==> src/rtl/rr_priority_encoder_if.sv <==
// Request/grant bundle for rr_priority_encoder.
//  req         request lines from the sources
//  out_ready   consumer accepts the presented grant this cycle
//  out_valid   out_enc/out_onehot hold a valid grant
//  out_enc     encoded index of the granted request
//  out_onehot  one-hot form of out_enc
// slave  = encoder side, master = source/consumer side.
interface rr_priority_encoder_if #(
  parameter int unsigned WIDTH      = 8,
  parameter int unsigned ADDR_WIDTH = $clog2(WIDTH)
);

  logic [WIDTH-1:0]      req;
  logic                  out_ready;
  logic                  out_valid;
  logic [ADDR_WIDTH-1:0] out_enc;
  logic [WIDTH-1:0]      out_onehot;

  modport master (
    output req,
    output out_ready,
    input  out_valid,
    input  out_enc,
    input  out_onehot
  );

  modport slave (
    input  req,
    input  out_ready,
    output out_valid,
    output out_enc,
    output out_onehot
  );

endinterface

==> src/rtl/rr_priority_encoder.sv <==
// Registered priority encoder with optional round-robin arbitration.
// Picks one of WIDTH request lines per grant and holds it on a valid/ready
// output until accepted. RR_EN=0: highest set index wins. RR_EN=1: search
// starts at ptr and walks downward with wrap; ptr moves below each winner.
// Ports:
//  clk  rising-edge clock
//  rst  synchronous active-high reset
//  bus  slave side of rr_priority_encoder_if (req, out_ready in;
//       out_valid, out_enc, out_onehot out, all registered)
module rr_priority_encoder #(
  parameter int unsigned WIDTH      = 8,
  parameter int unsigned ADDR_WIDTH = $clog2(WIDTH),
  parameter int unsigned RR_EN      = 1
) (
  input logic                clk,
  input logic                rst,
  rr_priority_encoder_if.slave bus
);

  localparam logic [ADDR_WIDTH-1:0] LAST_IDX = ADDR_WIDTH'(WIDTH - 1);

  // Registered state
  logic                  out_valid_q;
  logic [ADDR_WIDTH-1:0] out_enc_q;
  logic [WIDTH-1:0]      out_onehot_q;
  logic [ADDR_WIDTH-1:0] ptr_q;

  // Next-state values
  logic                  out_valid_nxt;
  logic [ADDR_WIDTH-1:0] out_enc_nxt;
  logic [WIDTH-1:0]      out_onehot_nxt;
  logic [ADDR_WIDTH-1:0] ptr_nxt;

  // Search helpers
  logic                  slot_free;
  logic [ADDR_WIDTH-1:0] search_ptr;
  logic [ADDR_WIDTH-1:0] cand;
  logic                  win_found;
  logic [ADDR_WIDTH-1:0] win_idx;

  // A new grant may be loaded when nothing is held or the held one leaves now.
  assign slot_free = !out_valid_q || bus.out_ready;

  // Fixed mode always starts from the top index, which gives highest-wins.
  assign search_ptr = (RR_EN != 0) ? ptr_q : LAST_IDX;

  // Walk ptr, ptr-1, ..., 0, WIDTH-1, ..., ptr+1; first set line wins.
  // Wrap is modulo WIDTH so non-power-of-two widths never yield index >= WIDTH.
  always_comb begin : win_search
    win_found = 1'b0;
    win_idx   = '0;
    cand      = '0;
    for (int i = 0; i < int'(WIDTH); i++) begin
      if (i <= int'(search_ptr)) begin
        cand = search_ptr - ADDR_WIDTH'(i);
      end else begin
        cand = ADDR_WIDTH'(int'(search_ptr) + int'(WIDTH) - i);
      end
      if (!win_found && bus.req[cand]) begin
        win_found = 1'b1;
        win_idx   = cand;
      end
    end
  end

  // Next-state: hold on stall, load winner or clear when the slot is free.
  always_comb begin : next_state
    out_valid_nxt  = out_valid_q;
    out_enc_nxt    = out_enc_q;
    out_onehot_nxt = out_onehot_q;
    ptr_nxt        = ptr_q;
    if (slot_free) begin
      if (win_found) begin
        out_valid_nxt  = 1'b1;
        out_enc_nxt    = win_idx;
        out_onehot_nxt = WIDTH'(1) << win_idx;
        if (RR_EN != 0) begin
          ptr_nxt = (win_idx == '0) ? LAST_IDX : (win_idx - ADDR_WIDTH'(1));
        end
      end else begin
        out_valid_nxt  = 1'b0;
        out_enc_nxt    = '0;
        out_onehot_nxt = '0;
      end
    end
  end

  // State register; reset drops any pending grant.
  always_ff @(posedge clk) begin : state_reg
    if (rst) begin
      out_valid_q  <= 1'b0;
      out_enc_q    <= '0;
      out_onehot_q <= '0;
      ptr_q        <= LAST_IDX;
    end else begin
      out_valid_q  <= out_valid_nxt;
      out_enc_q    <= out_enc_nxt;
      out_onehot_q <= out_onehot_nxt;
      ptr_q        <= ptr_nxt;
    end
  end

  assign bus.out_valid  = out_valid_q;
  assign bus.out_enc    = out_enc_q;
  assign bus.out_onehot = out_onehot_q;

endmodule

==> src/flat_wrapper.sv <==
// flat-port wrapper written by rule: the top's interface ports become plain ports
module rr_priority_encoder_flat 
#(
  parameter int unsigned WIDTH      = 8,
  parameter int unsigned ADDR_WIDTH = $clog2(WIDTH),
  parameter int unsigned RR_EN      = 1
)
  (clk, rst, bus_req, bus_out_ready, bus_out_valid, bus_out_enc, bus_out_onehot);
  rr_priority_encoder_if #(.WIDTH(WIDTH), .ADDR_WIDTH(ADDR_WIDTH)) bus_i ();
  input logic clk;
  input logic rst;
  input wire logic [$bits(bus_i.req)-1:0] bus_req;
  input wire logic [$bits(bus_i.out_ready)-1:0] bus_out_ready;
  output wire logic [$bits(bus_i.out_valid)-1:0] bus_out_valid;
  output wire logic [$bits(bus_i.out_enc)-1:0] bus_out_enc;
  output wire logic [$bits(bus_i.out_onehot)-1:0] bus_out_onehot;
  assign bus_i.req = bus_req;
  assign bus_i.out_ready = bus_out_ready;
  assign bus_out_valid = bus_i.out_valid;
  assign bus_out_enc = bus_i.out_enc;
  assign bus_out_onehot = bus_i.out_onehot;
  rr_priority_encoder #(.WIDTH(WIDTH), .ADDR_WIDTH(ADDR_WIDTH), .RR_EN(RR_EN)) u_core (.clk(clk), .rst(rst), .bus(bus_i));
endmodule
==> config.mk <==
export PLATFORM = sky130hd
export DESIGN_NAME = rr_priority_encoder_flat
export DESIGN_NICKNAME = d
export VERILOG_FILES = /design/src/rtl/rr_priority_encoder_if.sv /design/src/rtl/rr_priority_encoder.sv /design/src/flat_wrapper.sv
export SDC_FILE = /design/constraint.sdc
export NUM_CORES = 1
export LEC_CHECK = 0
export CAP_MARGIN = 20
export CORE_ASPECT_RATIO = 1.75
export CORE_MARGIN = 2
export CORE_UTILIZATION = 45
export DETAILED_ROUTE_END_ITERATION = 6
export GPL_TIMING_DRIVEN = 0
export HOLD_SLACK_MARGIN = 0.03
export PLACE_DENSITY_LB_ADDON = 0.25
export SLEW_MARGIN = 20
export SYNTH_ARGS = -nofsm -noshare
export SYNTH_HDL_FRONTEND = slang
export SYNTH_SLANG_ARGS = --single-unit
export TNS_END_PERCENT = 1
==> constraint.sdc <==
create_clock -name clk -period 4.7 [get_ports clk]
set_clock_uncertainty 0.1 [all_clocks]
set_input_delay 0.705 -clock clk [delete_from_list [all_inputs] [get_ports clk]]
set_output_delay 0.705 -clock clk [all_outputs]
set_load 0.05 [all_outputs]
==> results.md <==
- Status: complete, no violations
- Adder-cell share of the synthesized area: 6.632%
- Tmin final: 4.480 ns
- Starting density of the core: 46.79%
- Final hold vios: 0
- CTS Buffer Depth: 2
- Initial antenna violation count: 0
- Vias in the first global route: 1663
- Netlist cell types: 51
- CTS tree: yes
- Synthesized net count: 206
- Clock transition at path regs: 0.06 ns
- Global-route wire length before repair: 7.900 mm
- Clock Root Buffer: clkbuf_8
- Register area share after synthesis: 17.69%
- Die width: 50.44 um
- DIE HEIGHT: 85.26 um
- Final Slew Violations: 0
- Setup violations, final: 0
- Share of cells above drive strength 1: 20.28%
- Via Count: 1635
- Final #Nets: 233
- Ys Warns: 0
- Synth area leaders: mux4_2, dfxtp_1, ha_1
- Cell area after synthesis: 1698 sq um
- RSZ-0062 raised after global routing: no
- Clk_lat worst skew: 0.25 ns
- Leakage: 0.0007745 uW
- Ant. Diodes: 0
- H-tree depth: 1
- Crit path from: u_core.ptr_q[2]
- Mean Syn Cell Area: 9.128 sq um
- Crit Path Class: reg2reg
- Initial drt markers: 68
- CP Data Arrival Time: 4.48 ns
- DRT antenna net count: 0
- Hold Path Class: reg2reg
- Final period util: 95.32%
- Main combinational cell family by area after synthesis: multiplexers
- Actual slew at the worst max-slew pin: 0.5460 ns
- Layout area overhead: 19.75%
- Peak supply drop: 0.4899 mV
- Synth async-reset ratio: 0%
- Yosys top cell area share: 21.22%
- CTS buffer count: 3
- Total track usage: 23.43%
- Yosys reg bits: 15
- Cells after synthesis: 186
- WL per Instance: 17.88 um
- Post-route DRC: 0
- Input/output buffers: 22
- Post-synth EDFFs: 0
- Setup TNS: 0 ns
- Synth Area in Simple Gates: 19.01%
- Reg2reg start: u_core.ptr_q[2]
- Synth Area in Compound Gates: 21.08%
- Max-slew headroom: 63.21%
- Die area: 4300 sq um
- Synth Area in XOR/XNOR: 0.5158%
- Total power: 1644 uW
- WP data required: 4.70 ns
- GPL Wtd Cong: 0.9332
- Endpoint class of the critical path: flip-flop
- Critical path peak fanout: 9
- TritonRoute pass-1 iters: 4
- Maximum Capacitance Violations: 0
- Mux contribution to synthesized area: 28.89%
- FMAX: 223.2 MHz
- Startpoint Class: flip-flop
- Core area: 3628 sq um
- Pin count of the biggest net entering global routing: 11
- Vias per cell: 6.337
- Cell taking the most area after synthesis: mux4_2
- Cell area power density: 808.8 nW/um^2
- Ys flop type: dfxtp_1
- Drt total wl: 4.612 mm
- Rows: 29
- IO Pins: 23
- Hold Path Origin: u_core.bus.out_enc[0]
- CTS sink count: 15
- HPWL Detailed: 3.634 mm
- Gr ovfl total: 0
cells by family (layout without fill, tap and decap cells):
group	count (synthesis)	after routing
xor+xnor	1	1
buf+inv	21	47
flops	15	15
simple gates	63	63
mux	28	28
fa+ha+maj	9	9
compound gates	49	49
sequential cells by signal, indices dropped and copies added, names as in the netlist:
signal,cells
u_core.bus.out_enc,3
u_core.bus.out_onehot,8
u_core.bus.out_valid,1
u_core.ptr_q,3
cell usage after synthesis, types with 6 or more instances:
library cell  count
a21oi_1          13
ha_1              9
mux4_2           16
nor2_1           12
nand2_1          21
mux2i_1           8
dfxtp_1          15
inv_1             7
buf_2             6
area by class of cell:
class / count / area [sq um]
buffer: 12 / 71.32
clock buffer: 4 / 45.04
fill: 329 / 1595
inverter: 9 / 37.54
multi-input combinational: 150 / 1301
sequential: 15 / 300.3
tap: 46 / 57.56
timing repair buffer: 22 / 220.2
power breakdown:
part / switching (uW) / internal [uW]
clock network: 43.7 / 60.1
registers: 26.5 / 173
logic: 761 / 580
total: 832 / 813
cell usage in the layout (no fill, tap or decap), types with 3 or more instances in the layout:
cell	instances
and2_1	4
nor2_1	12
clkdlybuf4s50_1	22
nor3_1	3
inv_1	7
o21ai_0	4
buf_2	6
clkbuf_8	3
or3_1	3
ha_1	9
o32a_1	3
nand3_1	4
dfxtp_1	15
o21bai_1	4
mux2i_1	8
clkbuf_1	4
nand2_1	21
o211ai_1	3
a21oi_1	13
mux4_2	16
worst paths after layout:
path / cells after the start / to / slack (ns)
hold reg to reg: 2 / u_core.bus.out_enc[0] / 0.36
setup / recovery: 14 / u_core.ptr_q[0] / 0.22
hold / removal: 2 / u_core.bus.out_enc[0] / 0.36
setup reg to reg: 14 / u_core.ptr_q[0] / 0.22
worst max-delay path, cell delays in order (launching register included):
cell and delay (ns):
dfxtp_1 0.50, clkinvlp_4 0.27, ha_1 0.33, buf_2 0.19
mux4_2 0.52, mux2i_2 0.35, nor2_1 0.08, a311oi_1 0.37
nand2_1 0.10, a31oi_1 0.26, nand2_1 0.16, ha_1 0.25
and3_1 0.16, nor3b_1 0.15, or4_1 0.55
what timing repair did:
action / CTS / global route
setup endpoints to repair: 0 / 1
setup buffers: 0 / 0
hold buffers: 0 / 0
gates resized for setup: 0 / 2
stage by stage:
| step | hold slack [ns] | instance area [sq um] | worst slack [ns] | std cells | utilization [%] |
|---|---|---|---|---|---|
| after floorplan | 0.5711 | 1698 | 0.8889 | 186 | - |
| after global placement | 0.3389 | 1976 | 0.2250 | 254 | 54.45 |
| after detailed placement | 0.3476 | 1976 | 0.1520 | 254 | 54.45 |
| after CTS | 0.3579 | 2021 | 0.2522 | 258 | 55.69 |
| after global routing | 0.3935 | 2033 | 0.01238 | 258 | 56.03 |
| final | 0.3583 | 2033 | 0.2202 | 258 | 56.03 |
per-layer routing:
layer	routed length [um]	up-vias	share of wire (%)	global-route usage, %
li1	-	760	-	-
met1	1652	802	36	25.53
met5	0	-	0	0
met4	207	0	4.5	11.79
met3	162	21	3.5	1.585
met2	2589	52	56	43.90
Note: power is estimated with default switching activity, not from simulation.
==> patch 1, RTL diff (config.mk and constraints unchanged) <==
`WIDTH` is set to 8 in 3 places; all go to 16.
--- a/src/rtl/rr_priority_encoder_if.sv
+++ b/src/rtl/rr_priority_encoder_if.sv
@@ -7,5 +7,5 @@
 // slave  = encoder side, master = source/consumer side.
 interface rr_priority_encoder_if #(
-  parameter int unsigned WIDTH      = 8,
+  parameter int unsigned WIDTH      = 16,
   parameter int unsigned ADDR_WIDTH = $clog2(WIDTH)
 );
--- a/src/rtl/rr_priority_encoder.sv
+++ b/src/rtl/rr_priority_encoder.sv
@@ -9,5 +9,5 @@
 //       out_valid, out_enc, out_onehot out, all registered)
 module rr_priority_encoder #(
-  parameter int unsigned WIDTH      = 8,
+  parameter int unsigned WIDTH      = 16,
   parameter int unsigned ADDR_WIDTH = $clog2(WIDTH),
   parameter int unsigned RR_EN      = 1
--- a/src/flat_wrapper.sv
+++ b/src/flat_wrapper.sv
@@ -2,5 +2,5 @@
 module rr_priority_encoder_flat 
 #(
-  parameter int unsigned WIDTH      = 8,
+  parameter int unsigned WIDTH      = 16,
   parameter int unsigned ADDR_WIDTH = $clog2(WIDTH),
   parameter int unsigned RR_EN      = 1
Interface: changed (resized bus_out_enc, bus_out_onehot and bus_req); port bits go from 23 to 40. No check against the original RTL was run, so the function may have changed too.
==> patch 1 against the original RTL <==
Maximum frequency fell by 1.4%; wire length rose by 140%; synthesized area rose by 90%; utilization rose by 4.1 points; sequential cell count rose by 10; setup slack got worse by 0.064 ns; cell area rose by 100%.
Power is not shown: default switching activity piles up to over one toggle a cycle in this logic, so the estimate is an artifact.
==> patch 1: results (changes against the original RTL) <==
status=completed (unchanged); Total GRT Usage=0.2892 (was 0.2343); NumNets Final=469 (was 233); vias in the first global route=3,367 (was 1,663); r2r startpoint=u_core.ptr_q[0]$_SDFFE_PP1P_ (was u_core.ptr_q[2]$_SDFFE_PP1P_); first-pass GRT wire length=17.16 mm (was 7.900 mm); met3 track utilization from global routing=0.02039 (was 0.01585); post-place setup slack=-1.226 ns (was 0.1520 ns); WL final=11.21 mm (was 4.612 mm); Critical Path Max Stage Delay=0.60 ns (was 0.55 ns); met3 wire length=413 um (was 162 um); Root Buffer=clkbuf_16 (was clkbuf_8); Worst-Skew Late Latency=0.27 ns (was 0.25 ns); vias per cell=6.562 (was 6.337); WP data arrival=4.61 ns (was 4.48 ns); Synth area leaders=mux4_2, dfxtp_1, mux2i_1 (was mux4_2, dfxtp_1, ha_1); Yosys cell types=70 (was 51); wl on met1=3.951 mm (was 1.652 mm); DR WL met2=6.127 mm (was 2.589 mm); gpl congestion=0.9576 (was 0.9332); Global Route met2 Usage=0.5411 (was 0.4390); dpl hpwl=8.571 mm (was 3.634 mm); CP max FO=10 (was 9); Mapped Nets=404 (was 206); relative slew slack=0.4276 (was 0.6321); Pre-antenna DRT Iters=5 (was 4); GRT met1 Usage=0.2870 (was 0.2553)
==> patch 1: cells by family after synthesis <==
family | Yosys count | share of synthesized area
mux | 55 | 0.2676
buf+inv | 37 | 0.04893
simple gates | 123 | 0.2051
fa+ha+maj | 15 | 0.05825
compound gates | 106 | 0.2404
flops | 25 | 0.1553
xor+xnor | 9 | 0.02447
==> patch 1: timing repair <==
action,CTS,global route
endpoints found under the setup margin,25,20
resized for setup,20,27
hold buffers,0,0
pin swaps,2,9
buffers inserted,7,16
==> patch 1: final timing paths <==
| kind | to | slack [ns] | cells past startpoint |
|---|---|---|---|
| max reg2reg | u_core.ptr_q[3]$_SDFFE_PP1P_ | 0.16 | 19 |
| max | u_core.ptr_q[3]$_SDFFE_PP1P_ | 0.16 | 19 |
| min reg2reg | u_core.bus.out_onehot[0]$_SDFFE_PP0N_ | 0.39 | 2 |
| min | u_core.bus.out_onehot[0]$_SDFFE_PP0N_ | 0.39 | 2 |
==> patch 1: final cells by class <==
class | instances | share of cell area
clock buffer | 3 | 0.01806
inverter | 14 | 0.01355
buffer | 22 | 0.02980
timing repair buffer | 61 | 0.1331
tap | 84 | 0.02529
sequential | 25 | 0.1216
clock inverter | 1 | 0.001806
multi-input combinational | 308 | 0.6568
==> patch 1: per-stage QoR <==
stage	cell area [um2]	hold WS, ns	instances
2_1_floorplan	3223	0.5754	370
3_3_place_gp	3709	0.3555	492
3_5_place_dp	3709	0.3542	492
4_1_cts	3921	0.3712	503
5_1_grt	4156	0.4127	518
6_report	4156	0.3889	518
==> patch 1: worst max-delay path, delay by kind of cell, from the launching register on <==
family,cells,cell delay (ns)
DFF,1,0.35
muxes,4,1.22
AOI/OAI and AO/OA,2,0.35
buffers and inverters,6,0.98
adders and majority gates,2,0.51
and+or+nand+nor,5,0.91
==> patch 2, RTL diff (same flow settings) <==
Made on the original files. Reset style: asynchronous (`rst`), changed in one clocked block. Comments in the files are not updated.
--- a/src/rtl/rr_priority_encoder.sv
+++ b/src/rtl/rr_priority_encoder.sv
@@ -87,5 +87,5 @@
 
   // State register; reset drops any pending grant.
-  always_ff @(posedge clk) begin : state_reg
+  always_ff @(posedge clk or posedge rst) begin : state_reg
     if (rst) begin
       out_valid_q  <= 1'b0;
Formal check against the unedited RTL: differs if rst is asserted again (counterexample within 4 cycles, from zero or initial values and one cycle with rst high); with rst held inactive, the same outputs for 10 cycles.
==> patch 2 against the original RTL <==
Cell area up 5.0%; sequential share of layout area up 3.0 points; count of clock-buffer cells in the layout unchanged; maximum frequency up 1.3%; sequential cell count unchanged; wire length up 10%; utilization down 0.79 points; setup slack better by 0.058 ns; synthesized area up 6.6%; critical path depth up 1; largest cell class unchanged.
Power is left out: the tool's default activity adds up to more than one toggle a clock period on the data nets, which glitch-free logic cannot reach.
==> patch 2: results (changes against the original RTL) <==
status=completed (unchanged); Yosys cell types=50 (was 51); Synth area leaders=dfrtp_1, mux4_2, ha_1 (was mux4_2, dfxtp_1, ha_1); NumNets Final=231 (was 233); DRT iter0 DRCs=75 (was 68); Post-Syn Area per Cell=10.00 um2 (was 9.128 um2); GRT met1 Usage=0.2781 (was 0.2553); drt wl/cell=19.96 um (was 17.88 um); first-pass GRT wire length=8.597 mm (was 7.900 mm); Post-synth ARST share=1.000 (was 0); IO buf count=22 (unchanged); Seq/Total Area, Yosys=0.2094 (was 0.1769); vias in the first global route=1,768 (was 1,663); CP max FO=10 (was 9); gpl congestion=0.9415 (was 0.9332); Total GRT Usage=0.2505 (was 0.2343); reg-to-reg slack, setup=0.28 ns (was 0.22 ns); Fill cells=353 (was 329); max reg flops=8 (unchanged); dpl hpwl=3.928 mm (was 3.634 mm); vias per cell=6.475 (was 6.337); dpl cells=251 (was 254); met3 track utilization from global routing=0.005119 (was 0.01585); Critical Path Max Stage Delay=0.53 ns (was 0.55 ns); largest net degree at the start of global routing=16 (was 11); Global Route met2 Usage=0.4591 (was 0.4390); fraction of layout cells with a size suffix above 1=0.2271 (was 0.2028); hold slack=0.3747 ns (was 0.3583 ns); relative slew slack=0.6297 (was 0.6321); slowest CP cell=dfstp_2 (was or4_1); Top Family by Delay on Critical Path=compound AO/OA/AOI/OAI gates (was simple AND/OR/NAND/NOR gates)
patch 2: tightest hold or removal path: stages, from the launching register on:
cell and delay, ns:
dfrtp_1 0.34, nand2_1 0.05, nand2_1 0.06
patch 2: stage by stage:
step	utilization	cell area, um2	worst slack (ns)
floorplan	-	1810	1.057
global placement	0.5408	2091	0.5411
detailed placement	0.5408	2091	0.3833
CTS	0.5524	2136	0.3842
global route	0.5524	2136	0.003302
finish	0.5524	2136	0.2783
patch 2: per-layer routing:
| layer | routed length (um) | up-vias | part of all wire |
|---|---|---|---|
| met4 | 232 | 0 | 0.046 |
| met5 | 0 | - | 0 |
| met1 | 1807 | 808 | 0.36 |
| met3 | 191 | 21 | 0.038 |
| met2 | 2859 | 76 | 0.56 |
| li1 | - | 746 | - |
patch 2: path summary, 6_finish.rpt:
path	start	end	cells past startpoint
setup / recovery	u_core.ptr_q[1]$_DFFE_PP1P_	u_core.ptr_q[2]$_DFFE_PP1P_	15
hold / removal	u_core.bus.out_enc[0]$_DFFE_PP0N_	u_core.bus.out_enc[0]$_DFFE_PP0N_	2
setup reg to reg	u_core.ptr_q[1]$_DFFE_PP1P_	u_core.ptr_q[2]$_DFFE_PP1P_	15
hold reg to reg	u_core.bus.out_enc[0]$_DFFE_PP0N_	u_core.bus.out_enc[0]$_DFFE_PP0N_	2
max in group asynchronous	rst	u_core.ptr_q[0]$_DFFE_PP1P_	2
min in group asynchronous	rst	u_core.bus.out_onehot[1]$_DFFE_PP0N_	2
patch 2: cells by family (layout without fill, tap and decap cells):
family	count (synthesis)	count (layout)	synth area share
AO/OA/AOI/OAI	38	38	0.1638
XOR/XNOR	1	1	0.004838
adder cells (fa/ha/maj)	12	12	0.08293
buffers and inverters	21	47	0.07186
flip-flops	15	15	0.2094
multiplexers	38	38	0.3103
AND/OR/NAND/NOR	56	56	0.1569
patch 2: cell type report:
cell class,count,area (um2),area share
Multi-Input combinational cell,145,1301,0.6093
Sequential cell,15,379.1,0.1775
Timing Repair Buffer,22,220.2,0.1031
Buffer,12,96.34,0.04511
Tap cell,48,60.06,0.02812
Clock buffer,4,45.04,0.02109
Inverter,9,33.78,0.01582
